### src/rtl/decoder_scan_pkg.sv
// Shared definitions for the decoder scan controller.
// Holds the FSM state encoding, the channel count and the width of a
// channel index. Imported by decoder_scan_ctrl and chan_pick.
package decoder_scan_pkg;

    localparam int NUM_CH = 4;
    localparam int CH_W   = $clog2(NUM_CH);

    typedef enum logic [1:0] {
        IDLE   = 2'd0,
        ACTIVE = 2'd1,
        GAP    = 2'd2
    } state_t;

endpackage

### src/rtl/decoder_scan_ctrl_chan_pick.sv
// chan_pick: combinational channel selector for the scan controller.
// Ports:
//   mask     - channel-enable bits, bit i = channel i
//   idx      - current channel index
//   next_idx - lowest enabled channel strictly above idx (valid when found)
//   found    - 1 when such a higher enabled channel exists
//   low_idx  - lowest enabled channel in mask (0 when mask is empty)
module chan_pick
    import decoder_scan_pkg::*;
(
    input  logic [NUM_CH-1:0] mask,
    input  logic [CH_W-1:0]   idx,
    output logic [CH_W-1:0]   next_idx,
    output logic              found,
    output logic [CH_W-1:0]   low_idx
);

    // Walking from the top channel down, the last hit is the lowest one,
    // both for "any enabled" and for "enabled and above idx".
    always_comb begin
        next_idx = '0;
        found    = 1'b0;
        low_idx  = '0;
        for (int i = NUM_CH - 1; i >= 0; i--) begin
            if (mask[i]) begin
                low_idx = CH_W'(i);
                if (i > int'(idx)) begin
                    next_idx = CH_W'(i);
                    found    = 1'b1;
                end
            end
        end
    end

endmodule

### src/rtl/decoder_scan_ctrl.sv
// decoder_scan_ctrl: drives a 2-to-4 decoder (select a/b, enable en) to
// scan the channels enabled in chan_mask, holding en high for dwell+1
// cycles per channel with a one-cycle en=0 gap between channels.
// Ports:
//   clk, rst        - clock, synchronous active-high reset
//   start           - scan request, accepted only in IDLE
//   stop            - abort, forces IDLE from any state
//   cont            - continuous (wrapping) mode, latched at start
//   chan_mask       - channel enables, latched at start
//   dwell           - enable-high time minus one, latched at start
//   a, b            - decoder select (a = index bit 1, b = index bit 0)
//   en              - decoder enable
//   busy            - high whenever not IDLE
//   done            - one-cycle pulse when a single-mode scan completes
module decoder_scan_ctrl
    import decoder_scan_pkg::*;
#(
    parameter int DWELL_W = 4
) (
    input  logic               clk,
    input  logic               rst,
    input  logic               start,
    input  logic               stop,
    input  logic               cont,
    input  logic [NUM_CH-1:0]  chan_mask,
    input  logic [DWELL_W-1:0] dwell,
    output logic               a,
    output logic               b,
    output logic               en,
    output logic               busy,
    output logic               done
);

    state_t               state_q, state_d;
    logic [CH_W-1:0]      chan_q, chan_d;
    logic                 en_q, en_d;
    logic                 busy_q, busy_d;
    logic                 done_q, done_d;
    logic [DWELL_W-1:0]   cnt_q, cnt_d;
    logic                 cont_q, cont_d;
    logic [NUM_CH-1:0]    mask_q, mask_d;
    logic [DWELL_W-1:0]   dwell_q, dwell_d;

    logic [NUM_CH-1:0]    pick_mask;
    logic [CH_W-1:0]      next_idx;
    logic                 found;
    logic [CH_W-1:0]      low_idx;

    // In IDLE the live mask is what gets latched; afterwards only the
    // latched copy matters, so one selector serves both cases.
    assign pick_mask = (state_q == IDLE) ? chan_mask : mask_q;

    chan_pick u_pick (
        .mask     (pick_mask),
        .idx      (chan_q),
        .next_idx (next_idx),
        .found    (found),
        .low_idx  (low_idx)
    );

    always_comb begin
        // NOTE: every signal written here gets a default first; a path that
        // leaves one unassigned would infer a latch.
        state_d = state_q;
        chan_d  = chan_q;
        en_d    = en_q;
        busy_d  = busy_q;
        done_d  = 1'b0;
        cnt_d   = cnt_q;
        cont_d  = cont_q;
        mask_d  = mask_q;
        dwell_d = dwell_q;

        case (state_q)
            IDLE: begin
                chan_d = '0;
                en_d   = 1'b0;
                busy_d = 1'b0;
                if (start && !stop && (chan_mask != '0)) begin
                    state_d = ACTIVE;
                    chan_d  = low_idx;
                    en_d    = 1'b1;
                    busy_d  = 1'b1;
                    cnt_d   = '0;
                    cont_d  = cont;
                    mask_d  = chan_mask;
                    dwell_d = dwell;
                end
            end
            ACTIVE: begin
                if (cnt_q == dwell_q) begin
                    cnt_d = '0;
                    en_d  = 1'b0;
                    if (found) begin
                        state_d = GAP;
                        chan_d  = next_idx;
                    end else if (cont_q) begin
                        state_d = GAP;
                        chan_d  = low_idx;
                    end else begin
                        state_d = IDLE;
                        chan_d  = '0;
                        busy_d  = 1'b0;
                        done_d  = 1'b1;
                    end
                end else begin
                    cnt_d = cnt_q + 1'b1;
                end
            end
            GAP: begin
                // Select lines already settled during the gap; now enable.
                state_d = ACTIVE;
                en_d    = 1'b1;
                cnt_d   = '0;
            end
            default: begin
                state_d = IDLE;
                chan_d  = '0;
                en_d    = 1'b0;
                busy_d  = 1'b0;
            end
        endcase

        // Abort overrides both a fresh start and dwell completion.
        if (stop) begin
            state_d = IDLE;
            chan_d  = '0;
            en_d    = 1'b0;
            busy_d  = 1'b0;
            done_d  = 1'b0;
            cnt_d   = '0;
        end
    end

    // NOTE: state registers use non-blocking assignments so every flop
    // samples its next value from the same pre-edge snapshot.
    always_ff @(posedge clk) begin
        if (rst) begin
            state_q <= IDLE;
            chan_q  <= '0;
            en_q    <= 1'b0;
            busy_q  <= 1'b0;
            done_q  <= 1'b0;
            cnt_q   <= '0;
            cont_q  <= 1'b0;
            mask_q  <= '0;
            dwell_q <= '0;
        end else begin
            state_q <= state_d;
            chan_q  <= chan_d;
            en_q    <= en_d;
            busy_q  <= busy_d;
            done_q  <= done_d;
            cnt_q   <= cnt_d;
            cont_q  <= cont_d;
            mask_q  <= mask_d;
            dwell_q <= dwell_d;
        end
    end

    assign a    = chan_q[1];
    assign b    = chan_q[0];
    assign en   = en_q;
    assign busy = busy_q;
    assign done = done_q;

endmodule
### config.mk
export PLATFORM = sky130hd
export DESIGN_NAME = decoder_scan_ctrl
export DESIGN_NICKNAME = d
export VERILOG_FILES = /design/src/rtl/decoder_scan_pkg.sv /design/src/rtl/decoder_scan_ctrl_chan_pick.sv /design/src/rtl/decoder_scan_ctrl.sv
export SDC_FILE = /design/constraint.sdc
export NUM_CORES = 1
export LEC_CHECK = 0
export BUFFER_PORTS_ARGS = -buffer_cell sky130_fd_sc_hd__buf_2
export CORE_MARGIN = 5
export CORE_UTILIZATION = 48
export CTS_CLUSTER_DIAMETER = 100
export DETAILED_ROUTE_END_ITERATION = 10
export GPL_TIMING_DRIVEN = 1
export HOLD_SLACK_MARGIN = 0.08
export PLACE_DENSITY = 0.73
export SLEW_MARGIN = 20
export SYNTH_ARGS = -nofsm -noshare
export SYNTH_HDL_FRONTEND = slang
export SYNTH_SLANG_ARGS = --single-unit
export TNS_END_PERCENT = 100
### constraint.sdc
create_clock -name clk -period 1.7 [get_ports clk]
set_clock_uncertainty 0.1 [all_clocks]
set_input_delay 0.255 -clock clk [delete_from_list [all_inputs] [get_ports clk]]
set_output_delay 0.255 -clock clk [all_outputs]
set_load 0.05 [all_outputs]
# Word level (Yosys, flattened, before mapping)
# Cells that the tools add are included.
dict set report totals {
  elab_cells 74
  ff_bits 20
  in_bits 13
  output_inout_bits 5
}
dict set report classes {
  reduce_logical 13
  n_addsub 1
  bitwise 3
  eq_ne 7
  muxes 38
  order_cmp 3
}
# cell count
set op_table {}
lappend op_table {{2-bit two-way mux} 18}
lappend op_table {{1-bit two-way mux} 12}
lappend op_table {{4-bit two-way mux} 3}
lappend op_table {{2-bit case mux with 3 select lines} 2}
lappend op_table {{4-bit case mux with 3 select lines} 1}
lappend op_table {{2-bit AND reduction} 4}
lappend op_table {{2-bit inequality test (second input constant)} 3}
lappend op_table {{1-bit case mux with 3 select lines} 2}
lappend op_table {{5-bit OR reduction} 1}
lappend op_table {{4-bit by 1-bit adder with 4-bit output (second input constant)} 1}
lappend op_table {{4-bit == test} 1}
lappend op_table {{2-bit greater-than comparator (first input constant)} 2}
lappend op_table {{4-bit AND reduction} 1}
lappend op_table {{4-bit nonzero test} 1}
lappend op_table {{1-bit NOT} 3}
lappend op_table {{3-bit nonzero test} 1}
lappend op_table {{2-bit by 1-bit == test with 1-bit output (second input constant)} 1}
lappend op_table {{2-bit == test (second input constant)} 1}
lappend op_table {{1-bit by 2-bit greater-than comparator with 1-bit output (first input constant)} 1}
lappend op_table {{1-bit logical AND} 2}
lappend op_table {{2-bit zero test} 1}
lappend op_table {{2-bit by 1-bit inequality test with 1-bit output (second input constant)} 1}
lappend op_table {{2-bit OR reduction} 1}
lappend op_table {{1-bit zero test} 1}

# Depth between registers and ports, before layout
# Gate-level depths: netlist of run 1.
dict set report depth {
  depth_word 10
  mapped_depth 7
  depth_no_buf 5
}

# Cells and area by module
# From an unflattened synthesis of run 1, not the netlist that was laid out.
dict set report hier_totals {
  hier_cells 121
  hier_area_um2 1121.1
}
# module cells_each area_per_inst_um2 seq_area_each_um2 n_inst
set modules_own_cells {}
lappend modules_own_cells {decoder_scan_ctrl 107 1021.0 400.4 1}
lappend modules_own_cells {chan_pick 14 100.1 0.0 1}

# Worst setup path after synthesis of run 1
# No wires, ideal clock.
dict set report synth_timing {
  path_type {input to register}
  start {in chan_mask[0]}
  end {reg mask_q[3]}
  arrival_ns 1.463
  required_time_ns 1.472
  path_slack_ns 0.009
  cell_stages 6
  setup_time_ns 0.128
  path_buffers 2
  path_cell_list {or4_4 buf_6 nand2_1 buf_2 mux2i_1 nor2_1}
}
dict set report synth_via {
  elab_chain_cells 3
}
# element line_no
set synth_rtl {}
lappend synth_rtl {{from (decl)} decoder_scan_ctrl.sv:25} ;# input logic [NUM_CH-1:0] chan_mask,
lappend synth_rtl {{4-bit nonzero test} decoder_scan_ctrl.sv:79} ;# if (start && !stop && (chan_mask != '0)) begin
lappend synth_rtl {{1-bit logical AND} decoder_scan_ctrl.sv:79}
lappend synth_rtl {{2-bit AND reduction (no source line)} n/a}
lappend synth_rtl {{to (signal assigned)} decoder_scan_ctrl.sv:156} ;# mask_q <= mask_d;
lappend synth_rtl {{to (decl)} decoder_scan_ctrl.sv:41} ;# logic [NUM_CH-1:0] mask_q, mask_d;
# Every way passes these cells.
# A chain may end at the register's enable or synchronous reset.

# Final worst setup path of run 1
dict set report layout_timing {
  start {reg state_q[1]}
  end {reg busy_q (netlist: busy)}
}
dict set report layout_via {
  elab_chain_cells 9
  word_cells_on_any_way 15
  cone_classes {5 x eq/ne; 7 x mux; 1 x bitwise; 2 x reduce/logical}
}
# element line_no
set layout_rtl {}
lappend layout_rtl {{from (decl)} decoder_scan_ctrl.sv:34} ;# state_t state_q, state_d;
lappend layout_rtl {{from (signal assigned)} decoder_scan_ctrl.sv:149} ;# state_q <= state_d;
lappend layout_rtl {{2-bit zero test} {decoder_scan_ctrl.sv:51, decoder_scan_ctrl.sv:74}}
lappend layout_rtl {{4-bit two-way mux} decoder_scan_ctrl.sv:51} ;# assign pick_mask = (state_q == IDLE) ? chan_mask : mask_q;
lappend layout_rtl {{1-bit two-way mux} decoder_scan_ctrl_chan_pick.sv:25} ;# if (mask[i]) begin
lappend layout_rtl {{1-bit two-way mux} decoder_scan_ctrl_chan_pick.sv:27} ;# if (i > int'(idx)) begin
lappend layout_rtl {{1-bit two-way mux} decoder_scan_ctrl_chan_pick.sv:25}
lappend layout_rtl {{1-bit two-way mux} decoder_scan_ctrl_chan_pick.sv:27}
lappend layout_rtl {{1-bit two-way mux} decoder_scan_ctrl_chan_pick.sv:25}
lappend layout_rtl {{2-bit inequality test (no source line)} n/a}
lappend layout_rtl {{4-bit AND reduction (no source line)} n/a}
lappend layout_rtl {{to (signal assigned)} decoder_scan_ctrl.sv:152} ;# busy_q <= busy_d;
lappend layout_rtl {{to (decl)} decoder_scan_ctrl.sv:37} ;# logic busy_q, busy_d;
# Parallel ways exist; a longest one is shown, timed or not.

==> results of run 1 <==
power by group:
group	switching (uW)	internal, uW
clock network	142	130
logic	85.9	70.6
registers	15.3	483
total	243	684
per-stage QoR:
| stage | hold slack, ps | area, um2 | utilization |
|---|---|---|---|
| 6_report | 105.7 | 1306 | 0.6080 |
| 5_1_grt | 101.8 | 1306 | 0.6080 |
| 4_1_cts | 100.8 | 1289 | 0.5999 |
| 3_5_place_dp | 346.3 | 1252 | 0.5830 |
| 3_3_place_gp | 339.8 | 1252 | 0.5830 |
| 2_1_floorplan | 298.9 | 1054 | - |
logic make-up (layout without fill, tap and decap cells):
| logic type | count (synthesis) | after routing | synth area share |
|---|---|---|---|
| AO/OA/AOI/OAI | 36 | 36 | 0.2150 |
| multiplexers | 5 | 5 | 0.04869 |
| XOR/XNOR | 4 | 4 | 0.03325 |
| AND/OR/NAND/NOR | 54 | 54 | 0.2684 |
| flip-flops | 20 | 20 | 0.3800 |
| buffers and inverters | 9 | 39 | 0.04274 |
| adder cells (fa/ha/maj) | 1 | 1 | 0.01187 |
registers in the layout (all words and copies together), names as in the netlist:
name     flops
busy         1
cnt_q        4
cont_q       1
dwell_q      4
en           1
done         1
chan_q       2
state_q      2
mask_q       4
synthesized netlist by cell type, types with 2 or more instances:
cell	count
o21ai_0	5
a21oi_1	16
nand2b_1	4
nand3_1	7
nand2_1	17
mux2i_1	4
o22ai_1	3
inv_1	3
a311oi_1	3
buf_2	3
or2_2	2
nor2_1	12
dfxtp_1	20
nor4_1	3
o21a_1	3
xnor2_1	4
cell usage in the layout (no fill, tap or decap), types with 2 or more instances in the layout:
master	netlist	routed
a21oi_1	16	16
a311oi_1	3	3
buf_2	3	17
buf_4	0	15
clkbuf_4	0	3
dfxtp_1	20	18
dfxtp_2	0	2
inv_1	3	3
mux2i_1	4	4
nand2_1	17	17
nand2b_1	4	4
nand3_1	7	7
nor2_1	12	11
nor4_2	0	2
o21a_1	3	3
o21ai_0	5	5
o22ai_1	3	3
or2_2	2	2
xnor2_1	4	4
tightest hold or removal path: cells and delay by family:
family	cells	cell delay [ps]
AOI/OAI and AO/OA	1	50
buffers and inverters	1	100
and+or+nand+nor	1	50
worst paths after layout:
check                                        startpoint             endpoint  slack [ps]
worst min register to register          en$_SDFFE_PP0P_      en$_SDFFE_PP0P_         360
worst min-delay path                               cont  cont_q$_SDFFE_PP0P_         110
worst max register to register  state_q[1]$_SDFFE_PP0P_    busy$_SDFFE_PP0P_          90
worst max-delay path            state_q[1]$_SDFFE_PP0P_    busy$_SDFFE_PP0P_          90
what timing repair did:
action / CTS / global route
endpoints found under the setup margin: 0 / 7
gates resized for setup: 0 / 5
hold buffers: 0 / 0
per-layer routing:
metal / GRT usage / vias up / wire length [um]
met1: 0.2361 / 507 / 1258
li1: - / 532 / -
met3: 0.03678 / 2 / 152
met2: 0.2640 / 32 / 1208
met4: 0.05298 / 0 / 14
met5: 0 / - / 0
cell type report:
type                       count  area [um2]
sequential                    20       402.9
fill                         196       842.1
timing repair buffer          32       197.7
inverter                       3       11.26
clock buffer                   4       36.28
tap                           28       35.03
multi-input combinational    100       623.1
==> impl_metrics.yaml, run 1 <==
cells_and_area:
  finalNetCount: 174
  final_layout_size_suffix_gt1_frac: 0.3019
  syn_to_final_growth_pct: 23.99
  n_antenna_cell: 0
  fin_cells: 187
power_and_ir_drop:
  power_density_mw_per_mm2: 709.6
  p_leak_uw: 0.0005082
  ir_drop_v: 0.0004533
  power_uw: 926.9
grt:
  grt.total_usage: 0.1708
  first_global_vias: 1023
  grt_first_pass_wirelength_um: 4485
  grt_antenna_before_repair: 0
  grt-ovfl-total: 0
  grt_max_degree: 12
floorplan:
  die_area_mm2: 0.003232
  ios: 18
  initial_core_util: 0.4904
  rows: 17
  die_y_um: 56.85
  core-area_mm2: 0.002148
  fp.dieW_um: 56.85
placed_design:
  dp_cells: 183
  place_hpwl_um: 2024
  pre_cts_ws_ps: -54.44
  gp_congestion: 0.8561
  port_buffers: 17
sta:
  fmax_mhz: 621.0
  tns_ps: 0
  setup_viol: 0
  rsz0062_at_grt: "true"
  slew_headroom: 0.8061
  worst_pin_slew_ps: 287.7
  fin_crit_sh: 0.9473
  hold_viol: 0
  slew_viol_final: 0
  period_needed_ps: 1610
  worst_slack_ps: 89.62
route:
  drc_errors: 0
  postRouteAntennaNets: 0
  drtIter0Drc: 46
  first_pass_iters: 4
  wl_per_cell_um: 14.09
  routed_wl_um: 2634
  viasPerCell: 5.738
  vias: 1073
synth:
  synthArstFlopShare: 0
  syn_area_per_cell_um2: 8.167
  netlist_instances: 129
  ys_types: 36
  synth.area.top_cells: "dfxtp_1 (38%), a21oi_1 (7.6%), nand2_1 (6.1%)"
  syn_area_mm2: 0.001054
  synth_top_area_share: 0.3800
  ys_dominant_reg_cell: "dfxtp_1"
  yosys.area.top_type: "dfxtp_1"
  yosys_warnings: 0
  ys_seq_area_frac: 0.3800
  ys_seq_elements: 20
  synth_nets: 143
  synth_edf_count: 0
clocking:
  clk_pin_slew_worst_paths_ps: 110
  cts_num_sinks: 20
  root_buffer: "clkbuf_4"
  cts_max_level: 1
  cts_made_buffers: 3
  cts_tree: "yes"
  cts_setup_buffers: 0
  clk_latency_ps: 290
  cts_buffer_depth: 2
setup_path:
  reg2reg_depth: 5
  crit_arrival_ps: 1720
  critPathTopFamily: "simple AND/OR/NAND/NOR gates"
  worstPathRequired_ps: 1810
  crit_path_cell_trace: "nor2_2, mux2_2, nand4b_1, nand2_1, a311oi_1"
  crit_fanout: 9
  slowest_delay_ps: 390
  crit_type: "flip-flop to flip-flop"
  path_buf_inv: 0
  slowest_stage: "dfxtp_2"
  cp-end-kind: "flip-flop"
  cp-start-kind: "flip-flop"
  crit_cells: 5
min_path:
  holdPathStages: 3
  hold_class: "primary input to flip-flop"
run_status:
  status: "finished, final reports clean"
run:
  max_cap_violations: 0
(Power assumes the default switching activity.)
==> run 2: changes to the inputs <==
--- a/config.mk
+++ b/config.mk
@@ -5,14 +5,15 @@
 export SDC_FILE = /design/constraint.sdc
 export NUM_CORES = 1
 export LEC_CHECK = 0
+export ABC_AREA = 1
 export BUFFER_PORTS_ARGS = -buffer_cell sky130_fd_sc_hd__buf_2
 export CORE_MARGIN = 5
-export CORE_UTILIZATION = 48
+export CORE_UTILIZATION = 49
 export CTS_CLUSTER_DIAMETER = 100
 export DETAILED_ROUTE_END_ITERATION = 10
 export GPL_TIMING_DRIVEN = 1
 export HOLD_SLACK_MARGIN = 0.08
-export PLACE_DENSITY = 0.73
+export PLACE_DENSITY = 0.74
 export SLEW_MARGIN = 20
 export SYNTH_ARGS = -nofsm -noshare
 export SYNTH_HDL_FRONTEND = slang
==> run 2 against run 1 <==
Non-clock buffer count is 9 lower. Die area is 1.2% higher. Critical endpoint is now chan_q[1]$_SDFFE_PP0P_. Sequential cell count stayed put. Hold slack worse by 24 ps. Wire length is 11% lower. Cell count is 9.6% higher. Setup slack better by 75 ps. Clock power is 42% higher. Core utilization is 0.19 points lower. Clock-buffer cell count is 1 lower. Largest power group unchanged.
==> impl_metrics.yaml, run 2 <==
run_status:
  status: "finished, final reports clean"
power_and_ir_drop:
  power_frac_seq: 0.474
  clock_power_share: 0.370
  power_switching_uw: 258.4
  p_int_uw: 785.9
  p_leak_uw: 0.0005978
  ir_drop_v: 0.0009757
  swShare: 0.2474
  power_frac_comb: 0.156
  power_density_mw_per_mm2: 794.2
placed_design:
  dpl_cell_area_mm2: 0.001221
  port_buffers: 17
  pre_cts_ws_ps: 117.1
  gp_congestion: 0.8262
  place_hpwl_um: 1852
floorplan:
  fp.dieW_um: 57.19
  initial_core_util: 0.5029
  rows: 17
  core-area_mm2: 0.002170
  die_y_um: 57.19
  die_area_mm2: 0.003270
  ios: 18
route:
  vias: 1017
  wl_per_cell_um: 11.42
  postRouteAntennaNets: 0
  drc_errors: 0
  routed_wl_um: 2342
  drtIter0Drc: 26
  viasPerCell: 4.961
  first_pass_iters: 4
cells_and_area:
  n_antenna_cell: 0
  seqCellArea_um2: 401.6
  final_cell_mix: "nand2_1 (44), dfxtp_1 (19), inv_1 (18)"
  layout_commonest_cell: "nand2_1"
  stdcell_area_mm2: 0.001315
  multiInputGateArea_um2: 610.6
  reg.largest.list: "cnt_q (4), dwell_q (4), mask_q (4)"
  final_layout_size_suffix_gt1_frac: 0.2373
  finalNetCount: 192
  syn_to_final_growth_pct: 20.53
  fillers: 210
synth:
  ys_seq_area_frac: 0.3670
  synthArstFlopShare: 0
  synth_edf_count: 0
  ys_seq_elements: 20
  syn_area_mm2: 0.001091
  synth.area.top_cells: "dfxtp_1 (37%), nand2_1 (15%), a21oi_1 (6.9%)"
  synth_top_area_share: 0.3670
  syn_area_per_cell_um2: 7.225
  ys_top_cells_by_count: "nand2_1 (44), dfxtp_1 (20), inv_1 (18)"
  synth_most_common_cell: "nand2_1"
  yosys_warnings: 0
  ys_types: 27
  netlist_instances: 151
  yosys.area.top_type: "dfxtp_1"
  ys_dominant_reg_cell: "dfxtp_1"
  synth_nets: 165
setup_path:
  rrSetupSlack_ps: 160
  slowest_stage: "dfxtp_1"
  worstPathRequired_ps: 1850
  cp-end-kind: "flip-flop"
  crit_type: "flip-flop to flip-flop"
  slowest_delay_ps: 370
  crit_arrival_ps: 1680
  reg2reg_from: "state_q[1]$_SDFFE_PP0P_"
  path_common_cell: "nand2_1"
  crit_fanout: 8
  timing.rr.end: "chan_q[1]$_SDFFE_PP0P_"
  reg2reg_depth: 7
  cp-start-kind: "flip-flop"
  crit_path_cell_trace: "inv_2, nand2_8, nor3_4, nand4_1, nand2_1, nand2_1, a21oi_1"
run:
  max_cap_violations: 0
grt:
  met1_usage: 0.1844
  grt_first_pass_wirelength_um: 4064
  first_global_vias: 995
  grt_antenna_before_repair: 0
  globalRouteMet2Util: 0.2806
  grt_util_met3: 0.03394
  grt_max_degree: 13
  grt-ovfl-total: 0
  grt.total_usage: 0.1599
  grt.busiest_layer: "met2"
clocking:
  cts_made_buffers: 3
  clk_pin_slew_worst_paths_ps: 110
  root_buffer: "clkbuf_4"
  clk_latency_ps: 300
  cts_setup_buffers: 0
  cts_tree: "yes"
  cts_buffer_depth: 2
  cts_num_sinks: 20
  cts_max_level: 1
sta:
  fin_crit_sh: 0.9031
  period_needed_ps: 1535
  rsz0062_at_grt: "false"
  slew_viol_final: 0
  worst_pin_slew_ps: 373.7
  tns_ps: 0
  worst_slack_ps: 164.8
  setup_viol: 0
  fmax_mhz: 651.4
  hold_viol: 0
  slew_headroom: 0.7482
min_path:
  hold_start: "dwell[3]"
  hold_path_end: "dwell_q[3]$_SDFFE_PP0P_"
  holdPathStages: 3
  hold_class: "primary input to flip-flop"
==> run 2: cell types whose count changed in the layout (fill, tap and decap cells not counted), moves of 3 or more <==
| cell | previous run | this run |
|---|---|---|
| a311oi_1 | 3 | 0 |
| buf_4 | 15 | 2 |
| dlygate4sd3_1 | 0 | 4 |
| inv_1 | 3 | 18 |
| mux2i_1 | 4 | 0 |
| nand2_1 | 17 | 44 |
| nand2_2 | 0 | 4 |
| nand2b_1 | 4 | 0 |
| nand4_1 | 1 | 5 |
| nor2_1 | 11 | 5 |
| nor2_2 | 1 | 4 |
| o22ai_1 | 3 | 0 |
==> run 2: worst max-delay path, delay by kind of cell, from the launching register on <==
family                 cells  cell delay [ps]
and+or+nand+nor            5              760
AOI/OAI and AO/OA          1              110
buffers and inverters      1              130
DFF                        1              370
==> run 2: timing repair <==
item                                   CTS  global route
endpoints found under the hold margin    3             0
hold buffers                             4             0
resized for setup                        0             1
setup endpoints to repair                0             1
==> run 2: routing by layer <==
metal | share of wire | vias up
met5 | 0 | -
met4 | 0.018 | 0
met3 | 0.049 | 5
met2 | 0.49 | 21
met1 | 0.44 | 450
li1 | - | 541
==> run 2: cell type report <==
cell class | count | area share
Tap cell | 28 | 0.02664
Clock buffer | 3 | 0.01713
Sequential cell | 20 | 0.3054
Inverter | 20 | 0.05709
Multi-Input combinational cell | 110 | 0.4643
Timing Repair Buffer | 23 | 0.1066
Clock inverter | 1 | 0.02284
==> run 2: cells by family after synthesis <==
logic type      count (synthesis)  share of synthesized area
compound gates                 27                     0.1491
fa+ha+maj                       1                    0.01147
xor+xnor                        6                    0.04816
simple gates                   76                     0.3509
buf+inv                        21                    0.07339
flops                          20                     0.3670
==> run 2: how the worst max path moves through the flow <==
stage | start | end | cells past startpoint
3_5_place_dp | chan_mask[2] | cnt_q[2]$_SDFFE_PP0P_ | 10
4_1_cts | state_q[0]$_SDFFE_PP0P_ | chan_q[1]$_SDFFE_PP0P_ | 7
2_1_floorplan | chan_q[1]$_SDFFE_PP0P_ | chan_q[0]$_SDFFE_PP0P_ | 9
3_3_place_gp | state_q[0]$_SDFFE_PP0P_ | chan_q[0]$_SDFFE_PP0P_ | 11
6_report | state_q[1]$_SDFFE_PP0P_ | chan_q[1]$_SDFFE_PP0P_ | 7
5_1_grt | state_q[1]$_SDFFE_PP0P_ | chan_q[0]$_SDFFE_PP0P_ | 10
==> run 2: power groups by stage <==
stage                     clock (uW)  sequential [uW]  combinational [uW]
after floorplan                    0              510                 102
after global placement             0              505                 152
after detailed placement           0              506                 156
after CTS                        398              495                 164
after global routing             416              498                 184
final                            386              495                 163
==> run 2: through the flow <==
stage / util / power (uW) / hold slack, ps / std cells
4_1_cts: 0.6055 / 1056 / 81.16 / 205
3_3_place_gp: 0.5629 / 657.1 / 349.2 / 197
3_5_place_dp: 0.5629 / 661.8 / 354.3 / 197
6_report: 0.6061 / 1044 / 81.95 / 205
2_1_floorplan: - / 612.4 / 224.1 / 151
5_1_grt: 0.6061 / 1097 / 86.47 / 205
